File: config.mk
export PLATFORM = sky130hd
export DESIGN_NAME = hms_counter
export DESIGN_NICKNAME = d
export VERILOG_FILES = /design/src/rtl/hms_counter.sv
export SDC_FILE = /design/constraint.sdc
export NUM_CORES = 1
export LEC_CHECK = 0
export ABC_AREA = 0
export CORE_MARGIN = 2
export CORE_UTILIZATION = 35
export DETAILED_ROUTE_END_ITERATION = 10
export PLACE_DENSITY_LB_ADDON = 0.3
export SLEW_MARGIN = 20
export SYNTH_ARGS = -nofsm -noshare
export SYNTH_HDL_FRONTEND = slang
export SYNTH_SLANG_ARGS = --single-unit
File: constraint.sdc
create_clock -name clk -period 5.5 [get_ports clk]
set_input_delay 0.55 -clock clk [delete_from_list [all_inputs] [get_ports clk]]
set_output_delay 0.55 -clock clk [all_outputs]
set_load 0.02 [all_outputs]
File: src/rtl/hms_counter.sv
// BCD hours/minutes/seconds keeper with a one-second prescaler, adjust pulses and a colour offset.
// Build option: define HMS_12H_EN for a 12-hour (12, 01..11) hours field; default is 24-hour.
module hms_counter #(
   parameter int unsigned TICKS_PER_SEC = 31_500_000,
   parameter int unsigned PRESC_W       = $clog2(TICKS_PER_SEC)
) (
   input  logic       clk,
   input  logic       reset,
   input  logic       adj_sec,
   input  logic       adj_min,
   input  logic       adj_hrs,
   output logic [3:0] sec_u,
   output logic [2:0] sec_d,
   output logic [3:0] min_u,
   output logic [2:0] min_d,
   output logic [3:0] hrs_u,
   output logic [1:0] hrs_d,
   output logic [3:0] color_offset,
   output logic       sec_tick
);

   localparam logic [PRESC_W-1:0] PRESC_MAX = PRESC_W'(TICKS_PER_SEC - 1);
`ifdef HMS_12H_EN
   localparam logic [1:0] HRS_D_RST = 2'd1;
   localparam logic [3:0] HRS_U_RST = 4'd2;
`else
   localparam logic [1:0] HRS_D_RST = 2'd0;
   localparam logic [3:0] HRS_U_RST = 4'd0;
`endif

   logic [PRESC_W-1:0] presc, presc_nxt;
   logic               t, sec_last, min_last, cs, cm, inc_s, inc_m, inc_h;
   logic [3:0]         sec_u_nxt, min_u_nxt, hrs_u_nxt, color_nxt;
   logic [2:0]         sec_d_nxt, min_d_nxt;
   logic [1:0]         hrs_d_nxt;

   // Carries come only from the tick; adjust pulses wrap inside their own field.
   always_comb begin
      t         = (presc == PRESC_MAX);
      sec_last  = (sec_d == 3'd5) && (sec_u == 4'd9);
      min_last  = (min_d == 3'd5) && (min_u == 4'd9);
      cs        = t && sec_last;
      cm        = cs && min_last;
      inc_s     = t || adj_sec;
      inc_m     = cs || adj_min;
      inc_h     = cm || adj_hrs;
      presc_nxt = t ? '0 : presc + PRESC_W'(1);
      sec_u_nxt = sec_u;
      sec_d_nxt = sec_d;
      min_u_nxt = min_u;
      min_d_nxt = min_d;
      hrs_u_nxt = hrs_u;
      hrs_d_nxt = hrs_d;
      color_nxt = inc_m ? color_offset + 4'd1 : color_offset;

      if (inc_s) begin
         if (sec_u == 4'd9) begin
            sec_u_nxt = 4'd0;
            sec_d_nxt = sec_last ? 3'd0 : sec_d + 3'd1;
         end else begin
            sec_u_nxt = sec_u + 4'd1;
         end
      end

      if (inc_m) begin
         if (min_u == 4'd9) begin
            min_u_nxt = 4'd0;
            min_d_nxt = min_last ? 3'd0 : min_d + 3'd1;
         end else begin
            min_u_nxt = min_u + 4'd1;
         end
      end

      if (inc_h) begin
`ifdef HMS_12H_EN
         if (hrs_d == 2'd1 && hrs_u == 4'd2) begin
            hrs_d_nxt = 2'd0;
            hrs_u_nxt = 4'd1;
         end else if (hrs_u == 4'd9) begin
            hrs_d_nxt = 2'd1;
            hrs_u_nxt = 4'd0;
         end else begin
            hrs_u_nxt = hrs_u + 4'd1;
         end
`else
         if (hrs_d == 2'd2 && hrs_u == 4'd3) begin
            hrs_d_nxt = 2'd0;
            hrs_u_nxt = 4'd0;
         end else if (hrs_u == 4'd9) begin
            hrs_d_nxt = hrs_d + 2'd1;
            hrs_u_nxt = 4'd0;
         end else begin
            hrs_u_nxt = hrs_u + 4'd1;
         end
`endif
      end
   end

   always_ff @(posedge clk or posedge reset) begin
      if (reset) begin
         presc        <= '0;
         sec_tick     <= 1'b0;
         color_offset <= 4'd0;
         sec_u        <= 4'd0;
         sec_d        <= 3'd0;
         min_u        <= 4'd0;
         min_d        <= 3'd0;
         hrs_u        <= HRS_U_RST;
         hrs_d        <= HRS_D_RST;
      end else begin
         presc        <= presc_nxt;
         sec_tick     <= t;
         color_offset <= color_nxt;
         sec_u        <= sec_u_nxt;
         sec_d        <= sec_d_nxt;
         min_u        <= min_u_nxt;
         min_d        <= min_d_nxt;
         hrs_u        <= hrs_u_nxt;
         hrs_d        <= hrs_d_nxt;
      end
   end

endmodule

[Word-level counts from Yosys, hierarchy flattened]
Index checks and enable logic that the tools add are counted.
W data, S select, Z words.
Cells by class
  add/subtract/negate cells: 8
  mux-type cells: 9
  equal/unequal tests: 8
  reductions and logical operators: 12
Operator list (count)
  $add A25 B1 Y25 const B: 1
  $eq A25 B25 Y1 const B: 1
  $mux W25: 1
  $add A4 B1 Y4 const B: 4
  $mux W4: 4
  $eq A4 B4 Y1 const B: 3
  $add A3 B1 Y3 const B: 2
  $eq A3 B3 Y1 const B: 2
  $mux W3: 2
  $reduce_and A2 Y1: 3
  $logic_and A1 B1 Y1: 5
  $eq A4 B2 Y1 const B: 1
  $mux W2: 2
  $logic_or A1 B1 Y1: 3
  $add A2 B1 Y2 const B: 1
  $eq A2 B2 Y1 const B: 1
  $reduce_bool A2 Y1: 1
Word-level totals
  bits in registers: 50
  bits of input ports: 5
  logic and storage cells: 46

[Longest topological paths before layout]
Gate-level depths: netlist (run 1).
  word-level depth: 6
  gate-level depth with buffers: 7
  gate-level depth less buffers: 6

[Worst setup path before layout (run 1)]
OpenSTA, ideal clock, no wires.
  path kind: register to register
  start point: reg presc[0]
  end point: reg sec_u[3]
  library setup time: 126 ps
  clock period less this slack: 2021 ps
  stages on the path, launching flop included: 8
  arrival time: 1895 ps
  slack: 3479 ps
  data required time: 5374 ps
  cell sequence: dfrtp_1 -> ha_1 -> nor4b_1 -> nand4_1 -> nor4_2 -> buf_4 -> o221ai_1 -> a221o_1
On the way
  longest elaborated chain between the ends: 2
Ends and longest elaborated chain
  start, declared: line 31  | logic [PRESC_W-1:0] presc, presc_nxt;
  start signal, assigned: line 111  | presc <= presc_nxt;
  $eq A25 B25 Y1: line 39  | t = (presc == PRESC_MAX);
  $logic_or A1 B1 Y1: line 44  | inc_s = t || adj_sec;
  end signal, assigned: line 114  | sec_u <= sec_u_nxt;
  end, declared: line 12  | output logic [3:0] sec_u,
Every way passes these cells.
A chain may end at the register's enable or synchronous reset.

[Worst setup path after layout (run 1)]
  start point: reg presc[0]
  end point: reg sec_d[1]
On the way
  longest elaborated chain between the ends: 3
Ends and longest elaborated chain
  $eq A25 B25 Y1: line 39
  $logic_or A1 B1 Y1: line 44
  $reduce_and A2 Y1 (no source line)
  end signal, assigned: line 115  | sec_d <= sec_d_nxt;
  end, declared: line 13  | output logic [2:0] sec_d,
Every way passes these cells.

==> summary.txt, run 1 <==
Synth
  • Syn Nets: 252
  • Number of synthesis warnings: 0
  • Synth async-reset ratio: 100%
  • Register area share after synthesis: 47.5%
  • Unique masters post-synth: 52
  • Syn avg cell area: 11.0 um2
  • Synth Flop Type: dfrtp_1
  • Yosys reg bits: 50
  • Post-synthesis instance total: 239
  • Cell area after synthesis: 2630 um2
  • Number of flops mapped to enable cells by yosys: 0

Job
  • Max Cap Violations: 0

Finish
  • NumNets Final: 284
  • ANT cells: 0
  • Final core utilization: 43.0%
  • Area Growth Syn to Fin: 18.6%
  • Share of layout cells above drive strength 1: 13.0%
  • Post-Layout Cell Count: 369

Detailed routing
  • Via density: 5.17
  • DRC errors left: 0
  • Routed Antenna Nets: 0
  • Total wire length: 4.85 mm
  • Via count: 1,906
  • Drt wl/cell: 13.2 um
  • DRT Pass-1 Iters: 4
  • DRT iter0 DRCs: 82

Floorplanning
  • Die Wd: 90.7 um
  • IO Count: 30
  • Overall die height: 90.7 um
  • Initial Utilization: 36.3%
  • Core Region: 7250 um2
  • Row cnt: 31
  • Die area: 8230 um2

Timing
  • Final Hold Viols: 0
  • Setup ws final: 2930 ps
  • Fin crit share: 46.7%
  • Max_slew headroom: 43.1%
  • Hold Worst Slack: 478 ps
  • RSZ-0062 raised after global routing: false
  • Fmax: 0.389 GHz
  • Min cycle time layout: 2570 ps
  • Endpoints failing setup: 0
  • Clock Skews: 7.69 ps
  • Pins over their slew limit: 0
  • Worst Tran Pin Value: 852 ps
  • Setup_tns: 0 ps

Clocking
  • Post-CTS Setup Repair Bufs: 0
  • Clock Path Buffers: 2
  • Clock Latency Late Sink: 300 ps
  • Post_cts resized: 0
  • H-tree Lvls: 2
  • CTS sink count: 50
  • Root Driver: clkbuf_8
  • Clock Pin Slew Worst Setup and Hold Paths: 90 ps
  • CTS buffer count: 5
  • Cts hold-fix bufs: 0
  • CTS tree: yes

Power and ir drop
  • Reg power frac: 42.7%
  • Power share of the combinational group: 41.6%
  • Clock power frac: 15.8%
  • Internal: 0.859 mW
  • Switching power: 0.486 mW
  • Sw frac: 36.1%
  • Pwr dens: 431 nW/um2
  • Pleak: 1.30 nW
  • VDD IR max: 114 uV

Global route
  • First-pass GRT wire length: 8.58 mm
  • Met2 usage: 20.4%
  • Largest net degree at the start of global routing: 51
  • Met1 usage: 16.7%
  • Total global routing overflow: 0
  • Initial antenna violation count: 0
  • Vias in the first global route: 1,836
  • Met3 Use GR: 3.67%
  • GRT Total Usage: 12.7%
  • Busiest grt layer: met2

Place
  • Final RePlAce weighted congestion: 0.741
  • Dpl hpwl: 3.43 mm
  • Setup slack after placement: 2950 ps
  • Port bufs: 29
  • DP Cell Count: 363

Setup path
  • Setup CP Type: reg2reg
  • CP Capture Type: register
  • Max FO, Critical Path: 13
  • Data required, critical path: 5690 ps
  • Crit path arrival time: 2760 ps
  • CP Launch Type: register

Status
  • Status: finished clean

Min path
  • HP Class: reg2reg
## synth_stat cells (2+ instances only)
library cell / count / area [um2]
and4_1: 3 / 26.3
buf_2: 2 / 10.0
nor2b_1: 4 / 25.0
xor2_1: 6 / 52.6
a21oi_1: 6 / 30.0
mux2_4: 3 / 45.0
nor4_2: 3 / 37.5
o2bb2ai_1: 3 / 26.3
o221ai_1: 3 / 26.3
clkbuf_1: 2 / 7.51
nand3_1: 11 / 55.1
o22ai_1: 2 / 12.5
and3_1: 4 / 25.0
mux2i_1: 2 / 20.0
o21ai_2: 2 / 17.5
nand2_1: 10 / 37.5
nand2b_1: 3 / 18.8
inv_1: 9 / 33.8
dfrtp_1: 50 / 1250
nor3_1: 3 / 15.0
ha_1: 8 / 100
and4bb_2: 3 / 37.5
xnor2_1: 19 / 166
o2111ai_1: 2 / 17.5
and2_1: 2 / 12.5
nor4bb_1: 3 / 30.0
nand4_1: 6 / 37.5
mux2_2: 7 / 78.8
nor3b_1: 2 / 15.0
o21ai_0: 10 / 50.1
nand3b_1: 3 / 22.5
nor2_1: 23 / 86.3
## cells by family after synthesis
kind of cell | after synthesis | share of synthesized area [%]
DFF | 50 | 47.5
AOI/OAI and AO/OA | 36 | 9.55
muxes | 12 | 5.47
and+or+nand+nor | 94 | 23.1
adders and majority gates | 8 | 3.80
buffers and inverters | 14 | 2.23
xor gates and xnor gates | 25 | 8.32
## critical path: stages, from the launching register on
cell and delay, ps:
dfrtp_1 390, ha_1 260, nor4b_1 270, nand4_1 190
nor4_4 590, buf_4 290, o21ai_0 160, mux2_2 300
## registers in the layout, summed over array words and instances (netlist names)
signal	flops
presc	25
color_offset	4
hrs_u	4
sec_d	3
sec_tick	1
sec_u	4
min_d	3
min_u	4
hrs_d	2
## stage by stage
stage,cell area [um2],power (mW)
6_report,3120,1.34
5_1_grt,3120,1.44
4_1_cts,3120,1.36
3_5_place_dp,3040,1.15
3_3_place_gp,3040,1.13
2_1_floorplan,2630,0.908
## routing by layer
metal / vias up / share of wire [%]
li1: 927 / -
met1: 945 / 49
met2: 29 / 45
met3: 5 / 4.4
met4: 0 / 1.3
met5: - / 0
## cell usage in the layout (no fill, tap or decap), drive strengths merged, types with 3 or more instances in the layout
cell type      count
clkbuf             6
nor4               5
nand3b             3
and3               4
nand3             12
nand2             10
nor3               4
inv                8
o221ai             3
nand4              7
nor2b              4
nor2              24
nor4bb             3
dfrtp             50
mux2              10
and4               3
o21ai             12
o2bb2ai            3
xnor2             19
a21oi              6
nand2b             3
xor2               6
and4bb             3
clkdlybuf4s50     29
ha                 8
## final timing paths
kind	start	endpoint	slack, ps	cells past startpoint
worst max-delay path	presc[0]	sec_d[1]	2930	7
worst min-delay path	color_offset[3]	color_offset[3]	480	1
max in group asynchronous	reset	presc[6]	4290	2
worst max register to register	presc[0]	sec_d[1]	2930	7
min in group asynchronous	reset	hrs_d[0]	710	2
worst min register to register	color_offset[3]	color_offset[3]	480	1
## power groups by stage
| stage | registers [mW] | clock network (mW) | logic, mW |
|---|---|---|---|
| CTS | 0.574 | 0.222 | 0.567 |
| global route | 0.594 | 0.237 | 0.608 |
| global placement | 0.578 | 0 | 0.556 |
| finish | 0.574 | 0.212 | 0.559 |
| detailed placement | 0.582 | 0 | 0.566 |
| floorplan | 0.669 | 0 | 0.240 |
## layout make-up
type                            count  area, um2
Fill cell                         742       4130
Multi-Input combinational cell    175       1330
Inverter                            9       35.0
Tap cell                           99        124
Sequential cell                    50       1250
Timing Repair Buffer               30        298
Clock buffer                        6       82.6
Power figures use the tool's default switching activity.
==> inputs of run 2 (changes only) <==
clock period = 2.2 ns   (was 5.5 ns; I/O delays follow)
==> summary.txt, run 2 (synthesis results as in run 1) <==
Setup path
  • Setup CP Type: reg2reg
  • CP Launch Type: register
  • CP Capture Type: register
  • Max FO, Critical Path: 5
  • CP delay by family, top: simple AND/OR/NAND/NOR gates
  • Crit Reg-Reg Startpoint: presc[20]
  • Worst-path cell chain: nor4b_2 -> nand4_2 -> nor4_4 -> buf_4 -> o21ai_2 -> mux2_4
  • CP max-delay cell: dfrtp_1
  • Critical Path Max Stage Delay: 450 ps
  • CP startpoint: presc[20]
  • Crit path arrival time: 2220 ps
  • Worst R2R Setup Slack: 180 ps
  • Crit path buffers/inverters: 1
  • Data required, critical path: 2400 ps

Clocking
  • Cts hold-fix bufs: 0
  • Root Driver: clkbuf_8
  • Clock Path Buffers: 2
  • Clock Pin Slew Worst Setup and Hold Paths: 100 ps
  • CTS sink count: 50
  • H-tree Lvls: 2
  • CTS buffer count: 5
  • Clock Latency Late Sink: 310 ps
  • CTS tree: yes

Timing
  • Worst Tran Pin Value: 399 ps
  • Hold Worst Slack: 211 ps
  • RSZ-0062 raised after global routing: false
  • Min cycle time layout: 2020 ps
  • Pins over their slew limit: 0
  • Clock Skews: 15.2 ps
  • Fin crit share: 91.9%
  • Endpoints failing setup: 0
  • Setup_tns: 0 ps
  • Fmax: 0.495 GHz
  • Max_slew headroom: 73.1%
  • Final Hold Viols: 0

Detailed routing
  • DRT iter0 DRCs: 53
  • Via density: 5.04
  • DRC errors left: 0
  • Drt wl/cell: 12.9 um
  • Routed Antenna Nets: 0
  • Total wire length: 5.02 mm
  • Via count: 1,961
  • DRT Pass-1 Iters: 4

Place
  • Final RePlAce weighted congestion: 0.780
  • Dpl hpwl: 3.71 mm
  • Port bufs: 29

Global route
  • Initial antenna violation count: 0
  • Met3 Use GR: 3.26%
  • Total global routing overflow: 0
  • Busiest grt layer: met2
  • Met2 usage: 21.5%
  • Vias in the first global route: 1,932
  • Largest net degree at the start of global routing: 20
  • Met1 usage: 17.6%
  • First-pass GRT wire length: 9.09 mm
  • GRT Total Usage: 13.3%

Finish
  • Top reg by flops: presc
  • Max reg flops: 25
  • NumNets Final: 302
  • Commonest non-fill, non-tap cells in the layout: dfrtp_1, clkdlybuf4s50_1, nor2_1
  • Share of layout cells above drive strength 1: 20.3%
  • Area Growth Syn to Fin: 26.1%
  • Fillers: 724
  • Final core utilization: 45.8%
  • Most common cell after layout, fill and taps aside: dfrtp_1
  • ANT cells: 0

Floorplanning
  • Row cnt: 31
  • Core Region: 7250 um2
  • Initial Utilization: 36.3%
  • IO Count: 30
  • Die area: 8230 um2
  • Die Wd: 90.7 um
  • Overall die height: 90.7 um

Status
  • Status: finished clean

Power and ir drop
  • VDD IR max: 366 uV
  • Pleak: 1.40 nW
  • Pwr dens: 1070 nW/um2

Min path
  • HP Class: in2async

Job
  • Max Cap Violations: 0
[run 2: area by class of cell]
cell class | instances | area, um2 | share of cell area, %
Inverter | 9 | 33.8 | 1.02
Multi-Input combinational cell | 175 | 1370 | 41.2
Sequential cell | 50 | 1250 | 37.7
Clock buffer | 6 | 72.6 | 2.19
Tap cell | 99 | 124 | 3.73
Clock inverter | 2 | 37.5 | 1.13
Timing Repair Buffer | 48 | 433 | 13.0
[run 2: final timing paths]
| kind | end | depth (start not counted) |
|---|---|---|
| max | hrs_d[0] | 6 |
| min | color_offset[2] | 2 |
| max reg2reg | hrs_d[0] | 6 |
| min reg2reg | color_offset[3] | 1 |
| max in group asynchronous | presc[9] | 3 |
| min in group clk | color_offset[3] | 1 |
[run 2: what timing repair did]
| item | in CTS | in global routing |
|---|---|---|
| setup endpoints to repair | 1 | 15 |
| setup buffers | 0 | 3 |
| resized for setup | 0 | 7 |
| endpoints found under the hold margin | 0 | 0 |
| pin swaps | 1 | 3 |
| cloned | 0 | 0 |
[run 2: through the flow]
| stage | power [mW] | worst slack, ps | cells | area [um2] |
|---|---|---|---|---|
| floorplan | 2.27 | 179 | 239 | 2630 |
| finish | 3.54 | 179 | 389 | 3320 |
| CTS | 3.57 | 43.1 | 386 | 3260 |
| detailed placement | 2.92 | 0.979 | 378 | 3150 |
| global placement | 2.89 | 53.4 | 378 | 3150 |
| global route | 3.78 | 30.3 | 389 | 3320 |
[run 2: report_power, final]
group	switching, mW	internal, mW
logic	0.687	0.808
clock network	0.306	0.340
registers	0.257	1.14
[run 2: per-layer routing]
layer	up-vias	part of all wire, %
li1	964	-
met1	962	49
met2	27	46
met3	8	3.8
met4	0	1.6
met5	-	0
